**src/rtl/wb_pkg.sv**
```systemverilog
// Shared types and constants for the register file writeback path.
package wb_pkg;

    localparam int          NUM_REGS = 32;
    localparam logic [4:0]  REG_ZERO = 5'd0;

    // One register file write: destination and value.
    typedef struct packed {
        logic [4:0]  addr;
        logic [31:0] data;
    } wb_req_t;

endpackage

```
**src/rtl/wb_fifo.sv**
```systemverilog
// Small FIFO of writeback requests used to park long-latency results
// while the pipeline owns the register file write port.
module wb_fifo
    import wb_pkg::*;
#(
    parameter int DEPTH = 4
) (
    input  logic    clk,
    input  logic    rst,
    input  logic    push,
    input  wb_req_t push_req,
    input  logic    pop,
    output wb_req_t head_req,
    output logic    full,
    output logic    empty
);

    localparam int AW = (DEPTH > 1) ? $clog2(DEPTH) : 1;
    localparam int CW = AW + 1;

    wb_req_t         mem [DEPTH];
    logic [AW-1:0]   wr_ptr;
    logic [AW-1:0]   rd_ptr;
    logic [CW-1:0]   count;

    assign head_req = mem[rd_ptr];
    assign full     = (count == CW'(DEPTH));
    assign empty    = (count == '0);

    // Storage write; data is not reset, only the pointers and count are.
    always_ff @(posedge clk) begin
        if (push) begin
            mem[wr_ptr] <= push_req;
        end
    end

    // Pointer and occupancy bookkeeping; DEPTH is a power of two so the
    // pointers wrap naturally.
    always_ff @(posedge clk) begin
        if (rst) begin
            wr_ptr <= '0;
            rd_ptr <= '0;
            count  <= '0;
        end else begin
            if (push) begin
                wr_ptr <= wr_ptr + 1'b1;
            end
            if (pop) begin
                rd_ptr <= rd_ptr + 1'b1;
            end
            case ({push, pop})
                2'b10:   count <= count + 1'b1;
                2'b01:   count <= count - 1'b1;
                default: count <= count;
            endcase
        end
    end

endmodule

```
**src/rtl/wb_port_arbiter.sv**
```systemverilog
// Drives the register file write port: pipeline writebacks take priority,
// muldiv results are bypassed when possible and buffered otherwise, and a
// busy scoreboard tracks destinations of long ops still in flight.
module wb_port_arbiter
    import wb_pkg::*;
#(
    parameter int FIFO_DEPTH = 4
) (
    input  logic        clock__i,
    input  logic        reset__i,
    input  logic        PipeValid__i,
    input  logic [4:0]  PipeAddr__i,
    input  logic [31:0] PipeData__i,
    input  logic        LongValid__i,
    input  logic [4:0]  LongAddr__i,
    input  logic [31:0] LongData__i,
    output logic        LongReady__o,
    input  logic        Reserve__i,
    input  logic [4:0]  ReserveAddr__i,
    output logic [31:0] Busy__o,
    output logic        RegWrite__o,
    output logic [4:0]  AddrRd__o,
    output logic [31:0] DataRd__o
);

    logic    ready_en;
    logic    fifo_full;
    logic    fifo_empty;
    wb_req_t fifo_head;
    wb_req_t long_req;

    logic    long_accept;
    logic    sel_pipe;
    logic    sel_pop;
    logic    sel_bypass;
    logic    sel_valid;
    logic    fifo_push;
    wb_req_t sel_req;

    logic [NUM_REGS-1:0] set_mask;
    logic [NUM_REGS-1:0] clr_mask;
    logic [NUM_REGS-1:0] busy_next;

    assign long_req.addr = LongAddr__i;
    assign long_req.data = LongData__i;

    // ready_en keeps LongReady low while in reset and through the reset edge.
    assign LongReady__o = ready_en & ~fifo_full;

    wb_fifo #(
        .DEPTH (FIFO_DEPTH)
    ) u_fifo (
        .clk      (clock__i),
        .rst      (reset__i),
        .push     (fifo_push),
        .push_req (long_req),
        .pop      (sel_pop),
        .head_req (fifo_head),
        .full     (fifo_full),
        .empty    (fifo_empty)
    );

    // Enable long-result acceptance from the first edge after reset.
    always_ff @(posedge clock__i) begin
        if (reset__i) begin
            ready_en <= 1'b0;
        end else begin
            ready_en <= 1'b1;
        end
    end

    // Priority select: pipeline, then buffered long result, then bypass.
    always_comb begin
        sel_pipe    = 1'b0;
        sel_pop     = 1'b0;
        sel_bypass  = 1'b0;
        sel_req     = fifo_head;
        long_accept = LongValid__i && LongReady__o;
        if (PipeValid__i) begin
            sel_pipe     = 1'b1;
            sel_req.addr = PipeAddr__i;
            sel_req.data = PipeData__i;
        end else if (!fifo_empty) begin
            sel_pop = 1'b1;
            sel_req = fifo_head;
        end else if (long_accept) begin
            sel_bypass = 1'b1;
            sel_req    = long_req;
        end
        sel_valid = sel_pipe | sel_pop | sel_bypass;
        fifo_push = long_accept && !sel_bypass;
    end

    // Scoreboard update: reserve sets, long-sourced write clears, set wins.
    always_comb begin
        set_mask = '0;
        clr_mask = '0;
        if (Reserve__i && (ReserveAddr__i != REG_ZERO)) begin
            set_mask = NUM_REGS'(1) << ReserveAddr__i;
        end
        if (sel_pop || sel_bypass) begin
            clr_mask = NUM_REGS'(1) << sel_req.addr;
        end
        busy_next    = (Busy__o & ~clr_mask) | set_mask;
        busy_next[0] = 1'b0;
    end

    // Busy scoreboard register.
    always_ff @(posedge clock__i) begin
        if (reset__i) begin
            Busy__o <= '0;
        end else begin
            Busy__o <= busy_next;
        end
    end

    // Write port register; r0 consumes its slot but never writes.
    always_ff @(posedge clock__i) begin
        if (reset__i) begin
            RegWrite__o <= 1'b0;
            AddrRd__o   <= '0;
            DataRd__o   <= '0;
        end else begin
            RegWrite__o <= sel_valid && (sel_req.addr != REG_ZERO);
            if (sel_valid) begin
                AddrRd__o <= sel_req.addr;
                DataRd__o <= sel_req.data;
            end
        end
    end

endmodule

```
**config.mk**
```make
export PLATFORM = sky130hd
export DESIGN_NAME = wb_port_arbiter
export DESIGN_NICKNAME = d
export VERILOG_FILES = /design/src/rtl/wb_pkg.sv /design/src/rtl/wb_fifo.sv /design/src/rtl/wb_port_arbiter.sv
export SDC_FILE = /design/constraint.sdc
export NUM_CORES = 1
export LEC_CHECK = 0
export CORE_MARGIN = 1.5
export CORE_UTILIZATION = 30
export DETAILED_ROUTE_END_ITERATION = 7
export PLACE_DENSITY_LB_ADDON = 0.15
export REMOVE_ABC_BUFFERS = 1
export SYNTH_ARGS = -nofsm -noshare
export SYNTH_HDL_FRONTEND = slang
export SYNTH_SLANG_ARGS = --single-unit
```
**constraint.sdc**
```tcl
create_clock -name clock__i -period 3 [get_ports clock__i]
set_input_delay 0.6 -clock clock__i [delete_from_list [all_inputs] [get_ports clock__i]]
set_output_delay 0.6 -clock clock__i [all_outputs]
set_load 0.1 [all_outputs]
```
==> qor.yml, run 1 <==
placed_design:
  dpl-instance-area_sq_um: 11200
  pre_cts_ws_ns: 0.302
  port_buffers: 153
  hpwl_mm: 16.7
  gp_congestion: 0.797
synthesis:
  syn_area_sq_um: 9220
  synth_edf_count: 148
  netlist_top_cells_count: "edfxtp_1, dfxtp_1, nor2_1"
  yosysMostFrequentCell: "edfxtp_1"
  ys_seq_area_frac: 0.654
  yosys_register_bits: 227
  synth_top_area_share: 0.482
  async_reset_ff_frac: 0
  avgSynthCellArea_sq_um: 14.5
  synth.distinct_cells: 44
  yosysTopAreaCell: "edfxtp_1"
  synthFlopType: "edfxtp_1"
  synth_area_leaders: "edfxtp_1, dfxtp_1, mux4_2, mux2_2, a222oi_1"
  synthCells: 637
  yosysWarnings: 0
route:
  wl_met1_mm: 10.5
  drt_wl_total_mm: 24.7
  drt-wirelength-per-cell_um: 20.3
  drc_errors: 0
  antenna_left: 0
  route.met3.wl_mm: 1.62
  dr_wl_met2_mm: 12.2
  top_layer_used: "met4"
  drtIter0Drc: 424
  firstDrtPassIters: 6
  vias_per_cell: 5.10
  vias: 6227
sta:
  hold_viol: 0
  period_share: 0.785
  rsz0062_at_grt: "no"
  period_minus_slack_ns: 2.35
  drv_slew: 0
  worst_pin_slew_ns: 0.968
  fmax_mhz: 425
  max_slew_margin: 0.354
  setup_viol: 0
  layout_setup_ws_ns: 0.646
  fin_worst_skew_ns: 0.0167
critical_path:
  arrival_ns: 1.75
  worst_ep_required_time_ns: 2.40
  r2r_end: "DataRd__o[6]"
  critical_path_class: "register to output port"
  path_max_fanout: 5
  r2r_cells: 5
  crit_path_end: "LongReady__o"
  crit_start: "u_fifo.count[0]"
  critPathCaptureType: "output port"
  start_kind: "register"
  reg2reg_slack_ns: 0.72
clock_network:
  insertion_delay_ns: 0.53
  ctsResizeCount: 0
  tritoncts: "yes"
  ctsHoldBuffers: 0
  cts_root_buf: "clkbuf_16"
  cts.clk_slew.worst_paths_ns: 0.06
  post_cts_buffers: 0
  clk_path_buf_depth: 3
  htreeDepth: 1
  cts_buffers: 26
  cts.sinks: 227
cells_and_area:
  area_growth_pct: 30.6
  final_area_sq_um: 12000
  layout-drive-gt1-share: 0.278
  fin_nets: 894
floorplanning:
  die_y_um: 178
  start_util: 0.303
  num_rows: 64
  core_area_sq_um: 30400
  die_area_sq_um: 31800
  die_x_um: 178
  ios: 155
grt:
  antenna_found_initial: 1
  grt_max_degree: 47
  grt_pass1_vias: 6385
  grt-ovfl-total: 0
  track_usage: 0.155
  grt_pass1_wl_mm: 37.4
min_path:
  worst_hold_path_type: "register to register"
flow_run:
  cap_violations: 0
status:
  outcome: "finished clean"
power_and_ir_drop:
  peakVddDrop_uv: 540
  p_leak_nw: 4.15
  power_density_nw_per_um2: 799
  post-layout-total-power_mw: 9.62
-- layer usage --
metal,vias to the layer above,GRT usage
met2,203,0.267
met1,3162,0.203
met3,32,0.0245
li1,2830,-
met5,-,0
met4,0,0.0385
-- power by group --
group | total, mW | switching, mW | internal, mW
clock | 3.23 | 1.23 | 2.01
sequential | 3.71 | 0.169 | 3.54
combinational | 2.68 | 1.68 | 1.00
total | 9.62 | 3.07 | 6.55
-- how the worst min path moves through the flow --
stage                                start      endpoint  slack, ns  cells after the start
after floorplan           u_fifo.rd_ptr[1]      register       0.48                      2
after detailed placement      AddrRd__o[4]  AddrRd__o[4]       0.47                      2
after global placement        AddrRd__o[4]  AddrRd__o[4]       0.46                      2
after global routing          AddrRd__o[4]  AddrRd__o[4]       0.52                      2
after CTS                     AddrRd__o[4]  AddrRd__o[4]       0.48                      2
final                         AddrRd__o[4]  AddrRd__o[4]       0.48                      2
-- placed cells by master, fill, tap and decap left out, types with 3 or more instances in the layout --
master and instances:
mux2i_1 4, xor2_1 3, clkdlybuf4s50_1 81, nor3_2 7
buf_4 92, inv_1 12, ha_1 5, clkbuf_1 8
nor3_4 3, a222oi_1 32, mux2_2 32, clkinv_2 4
clkbuf_8 4, a31oi_1 4, or3_1 3, mux4_2 36
a22oi_1 4, o21ai_0 34, a21oi_1 35, and2_2 4
nand2_1 4, clkbuf_16 27, nor3_1 31, dfxtp_1 77
edfxtp_1 148, buf_12 6, o21ai_1 4, nand3_1 6
nand3b_1 5, a22o_1 4, nor2_1 78, bufinv_16 3
-- critical path: stages, from the launching register on --
cell and delay [ns]:
dfxtp_1 0.43, nor2_1 0.09, a21boi_0 0.35, buf_4 0.37
-- registers in the layout, summed over array words and instances (netlist names), named ones only --
register,count
AddrRd__o,5
u_fifo.count,3
ready_en,1
u_fifo.rd_ptr,2
DataRd__o,32
RegWrite__o,1
u_fifo.mem,148
Busy__o,31
u_fifo.wr_ptr,2
-- per-stage QoR --
step           std cells  hold slack [ns]  TNS (ns)  utilization
2_1_floorplan        595            0.485     -4.94            -
3_3_place_gp        1172            0.463         0        0.367
3_5_place_dp        1172            0.468         0        0.367
4_1_cts             1220            0.480         0        0.396
5_1_grt             1221            0.520         0        0.396
6_report            1221            0.476         0        0.396
-- logic make-up (layout without fill, tap and decap cells) --
logic type | after synthesis | after routing | share of synthesized area
xor gates and xnor gates | 5 | 5 | 0.00475
other | 1 | 2 | 0.000407
buffers and inverters | 54 | 241 | 0.0288
adders and majority gates | 6 | 6 | 0.00896
muxes | 73 | 73 | 0.134
DFF | 227 | 227 | 0.654
AOI/OAI and AO/OA | 122 | 122 | 0.0882
and+or+nand+nor | 149 | 149 | 0.0812
-- area by class of cell --
| class | count | area, sq um |
|---|---|---|
| clock buffer | 39 | 761 |
| antenna | 1 | 2.50 |
| tap | 396 | 495 |
| inverter | 12 | 45.0 |
| fill | 2865 | 18400 |
| multi-input combinational | 356 | 2950 |
| clock inverter | 9 | 126 |
| sequential | 227 | 6030 |
| timing repair buffer | 181 | 1630 |
Power figures use the tool's default switching activity.
==> run 2, diff against run 1 <==
clock period = 2.23 ns   (was 3 ns; I/O delays follow)
==> run 2 against run 1 <==
First-iteration DRC count rose by 21%. Via count rose by 0.42%. Clock-buffer cell count fell by 5. Sequential power rose by 33%. Critical endpoint is now Busy__o[5].
==> qor.yml, run 2 (synthesized netlist as in run 1, its figures left out) <==
cells_and_area:
  top_regs: "u_fifo.mem (148), DataRd__o (32), Busy__o (31)"
  layout.area.seq_sq_um: 6030
  fillers: 2853
  mostFrequentLayoutCells: "edfxtp_1, buf_4, clkdlybuf4s50_1"
  fin_nets: 920
  largest_register_ffs: 148
  multi_input_area_sq_um: 2950
  layout-drive-gt1-share: 0.304
  largest_register: "u_fifo.mem"
  antennaDiodeCount: 0
  area_growth_pct: 34.5
  layout.cells.most_common: "edfxtp_1"
critical_path:
  cpPeakStageDelay_ns: 0.45
  path_cells: "or3_1, buf_4, o21ai_1, nand3_1, nor3_2, a21oi_1"
  worst_ep_required_time_ns: 2.62
  start_kind: "register"
  arrival_ns: 2.49
  critPathCaptureType: "register"
  critical_path_class: "register to register"
  path_max_fanout: 6
  crit_path_top_delay_cell: "or3_1"
sta:
  hold_viol: 0
  drv_slew: 0
  period_minus_slack_ns: 2.10
  fmax_mhz: 477
  worst_pin_slew_ns: 0.597
  period_share: 0.941
  max_slew_margin: 0.602
  rsz0062_at_grt: "yes"
  fin_worst_skew_ns: 0.0134
  tns_ns: 0
  setup_viol: 0
clock_network:
  tritoncts: "yes"
  clk_path_buf_depth: 3
  ctsHoldBuffers: 0
  cts_root_buf: "clkbuf_16"
  insertion_delay_ns: 0.52
  cts.clk_slew.worst_paths_ns: 0.06
  htreeDepth: 1
  cts_buffers: 26
  cts.sinks: 227
  post_cts_buffers: 0
grt:
  grtUsageMet3: 0.0245
  grt_pass1_wl_mm: 36.6
  antenna_found_initial: 0
  use_met2: 0.250
  track_usage: 0.150
  grt_max_degree: 47
  met1_usage: 0.201
  grt-busiest-layer: "met2"
  grt_pass1_vias: 6560
  grt-ovfl-total: 0
floorplanning:
  die_x_um: 178
  die_y_um: 178
  core_area_sq_um: 30400
  die_area_sq_um: 31800
  start_util: 0.303
  num_rows: 64
  ios: 155
power_and_ir_drop:
  peakVddDrop_uv: 583
  power_density_nw_per_um2: 1070
  p_leak_nw: 4.34
  post-layout-total-power_mw: 13.3
placed_design:
  hpwl_mm: 16.6
  gp_congestion: 0.784
  port_buffers: 153
route:
  drc_errors: 0
  vias_per_cell: 5.02
  drt-wirelength-per-cell_um: 19.3
  firstDrtPassIters: 7
  drt_wl_total_mm: 24.1
  drtIter0Drc: 515
  antenna_left: 0
  vias: 6253
flow_run:
  cap_violations: 0
min_path:
  worst_hold_path_type: "input port to register"
status:
  outcome: "finished clean"
[run 2: power by group]
group | switching (mW) | internal, mW | leakage [nW]
combinational | 2.33 | 1.61 | 1.91
clock | 1.67 | 2.71 | 0.443
sequential | 0.185 | 4.76 | 1.99
[run 2: final timing paths]
| path | from | to | slack, ns | cells after the start |
|---|---|---|---|---|
| worst max-delay path | u_fifo.count[2] | Busy__o[5] | 0.13 | 6 |
| worst min-delay path | reset__i | ready_en | 0.44 | 3 |
| worst max register to register | u_fifo.count[2] | Busy__o[5] | 0.13 | 6 |
| worst min register to register | AddrRd__o[4] | AddrRd__o[4] | 0.47 | 2 |
[run 2: worst max-delay path, delay by kind of cell, from the launching register on]
family | cells | cell delay, ns
compound gates | 2 | 0.35
buf+inv | 1 | 0.19
flops | 1 | 0.36
simple gates | 3 | 1.05
[run 2: what timing repair did]
item	4_1_cts	5_1_grt
setup endpoints to repair	1	11
resized for setup	1	0
pin swaps	0	1
[run 2: routing by layer]
layer  part of all wire  wire (um)
met1               0.44      10600
met4              0.023        558
met2               0.48      11500
met3              0.061       1480
met5                  0          0
[run 2: cell type report]
cell class | instances | share of cell area
multi-input cells | 356 | 0.238
well taps | 396 | 0.0400
clock buffers | 34 | 0.0606
flip-flops and latches | 227 | 0.486
inverters | 12 | 0.00363
clock inverters | 14 | 0.0121
repair buffers | 207 | 0.159
[run 2: stage by stage]
step,cell area (sq um),worst slack (ns),hold WS (ns),utilization,instances
2_1_floorplan,9000,-1.06,0.485,-,595
3_3_place_gp,11500,-0.208,0.460,0.378,1198
3_5_place_dp,11500,-0.277,0.466,0.378,1198
4_1_cts,12400,0.0980,0.428,0.408,1246
5_1_grt,12400,-0.0679,0.455,0.408,1246
6_report,12400,0.132,0.443,0.408,1246
==> RTL edit (config.mk and constraints of run 1) <==
`FIFO_DEPTH`: 4 -> 8.
--- a/src/rtl/wb_port_arbiter.sv
+++ b/src/rtl/wb_port_arbiter.sv
@@ -5,5 +5,5 @@
     import wb_pkg::*;
 #(
-    parameter int FIFO_DEPTH = 4
+    parameter int FIFO_DEPTH = 8
 ) (
     input  logic        clock__i,
Function: no difference found for any inputs over 4 cycles, from zero or initial values and one cycle with reset__i high; that may be too few to reach the edited logic, so the function may still have changed.
==> RTL edit against run 1 <==
Clock power up 59%. Via count grew 44%. Synthesized area up 66%. Total power rose by 65%. Setup slack worse by 0.25 ns. Routed wire length rose by 62%. Design area grew 59%. Non-clock buffer count is 24 higher. Sequential power is 67% higher. Sequential cell count up 152. Count of clock-buffer cells in the layout increased by 15. Largest power group unchanged.
==> RTL edit: results (changes against run 1) <==
| Metric | Value |
|---|---|
| Status | finished clean |
| Antenna violations before repair | 3 (+2) |
| Sequential cell area fraction in the yosys report | 0.690 (+0.0365) |
| CTS max path bufs | 3 (unchanged) |
| Worst Tran Pin Value | 0.650 ns (-0.318 ns) |
| Hold Path Origin | DataRd__o[2] |
| Largest stage delay, worst path | 0.62 ns (+0.19 ns) |
| Clock power share | 0.325 (-0.011) |
| Peak supply drop | 0.443 mV (-18%) |
| Combinational fraction of design power | 0.284 (+0.005) |
| Switching Share | 0.325 (+0.00539) |
| Gr usage total | 0.154 (-0.00125) |
| CTS buffer count | 44 (+69%) |
| Share of cells above drive strength 1 | 0.279 (+0.000720) |
| Type of the tightest min-delay check | reg2reg |
| CP Max Fanout | 12 (+7) |
| Synth area leaders | edfxtp_1 (58%), dfxtp_1 (11%), mux4_2 (10%) |
| Yosys warning count | 0 (unchanged) |
| Root Driver | clkbuf_16 |
| First-pass GRT wire length | 59.8 mm (+60%) |
| DP Cell Count | 1762 (+50%) |
| Synth cell count leaders | edfxtp_1 (296), dfxtp_1 (83), mux4_2 (70) |
| TritonRoute pass-1 iters | 5 (-1) |
| Drt via density | 4.87 (-4.5%) |
| DPL Wire Length | 24.8 mm (+49%) |
| Number of port buffers | 153 (unchanged) |
| Clock Skews | 0.0229 ns (+0.00623 ns) |
| Met3 WL | 1.62 mm (unchanged) |
| CP top delay family | simple AND/OR/NAND/NOR gates |
| Layout Cells excl Fill | 1842 (+51%) |
| Initial DRC Count | 528 (+25%) |
| PostCTS Resize Cnt | 0 (unchanged) |
| Vias in the first global route | 9223 (+44%) |
| FFs w/ async S/R, synth | 0 (unchanged) |
| Number of diodes | 0 (-1) |
| Top flop regs | u_fifo.mem (296), DataRd__o (32), Busy__o (31) |
| Total Routed Length | 40.1 mm (+62%) |
| Worst-skew pair later-pin latency | 0.56 ns (+0.03 ns) |
| Metal2 WL | 19.4 mm (+58%) |
| Seq power | 6.19 mW (+67%) |
| Max layer used | met5 |
| Clock-pin transition on the worst setup and hold timing paths | 0.06 ns (about the same) |
| Average cell area after synthesis | 16.2 um^2 (+12%) |
| Crit path DAT | 3.02 ns (+1.27 ns) |
| Fin nets | 1225 (+37%) |
| Lkg Pwr | 6.34 nW (+53%) |
| Post-synthesis cell type count | 51 (+16%) |
| Largest net degree at the start of global routing | 45 (-4.3%) |
| H-tree depth | 2 (+1) |
| # fillers | 4776 (+67%) |
| Number of flops mapped to enable cells by yosys | 296 (+100%) |
| DP Worst Slack | 0.00554 ns (-0.296 ns) |
| WL met1 | 18.4 mm (+75%) |
| Number of setup buffers added after CTS | 0 (unchanged) |
| Routability cong. | 0.775 (-2.8%) |
| Final Cell Area | 19200 um^2 (+59%) |
| Slowest cell on the critical path | or4_4 |
| Area of placed instances | 17800 um^2 (+60%) |
-- RTL edit: cell count changes after synthesis, sizes merged, moves of 5 or more --
cell,change
a311oi,+5
nor3,+5
nor2,-21
clkbuf,+19
a211oi,+11
mux4,+33
nand2,+53
mux2i,+14
a222oi,-32
a21o,+32
o21ai,-17
edfxtp,+148
a21oi,+24
o221ai,+33
-- RTL edit: cell families (layout without fill, tap and decap cells) --
group,Yosys count,count (layout),share of synthesized area
simple gates,186,186,0.0592
flops,379,379,0.690
mux,121,121,0.139
fa+ha+maj,5,5,0.00409
buf+inv,67,294,0.0206
compound gates,177,177,0.0826
other cells,1,1,0.000245
xor+xnor,7,7,0.00401
-- RTL edit: layer usage --
| layer | up-vias | track usage |
|---|---|---|
| li1 | 4138 | - |
| met1 | 4595 | 0.207 |
| met2 | 175 | 0.252 |
| met3 | 56 | 0.0284 |
| met4 | 4 | 0.0447 |
| met5 | - | 0 |
-- RTL edit: final cells by class --
class | count | area share
multi-input combinational | 497 | 0.234
clock buffer | 54 | 0.0615
inverter | 9 | 0.00176
timing repair buffer | 205 | 0.0980
sequential | 379 | 0.550
clock inverter | 26 | 0.0106
tap | 672 | 0.0438
-- RTL edit: worst paths after layout --
path / end / slack (ns) / depth (start not counted)
worst max-delay path: Busy__o[8] / 0.40 / 7
worst min-delay path: DataRd__o[2] / 0.45 / 2
worst max register to register: Busy__o[8] / 0.40 / 7
worst min register to register: DataRd__o[2] / 0.45 / 2
-- RTL edit: per-stage QoR --
step | hold WS, ns | setup TNS [ns]
2_1_floorplan | 0.456 | -261.92
3_3_place_gp | 0.445 | -0.0215
3_5_place_dp | 0.451 | 0
4_1_cts | 0.459 | 0
5_1_grt | 0.479 | 0
6_report | 0.455 | 0
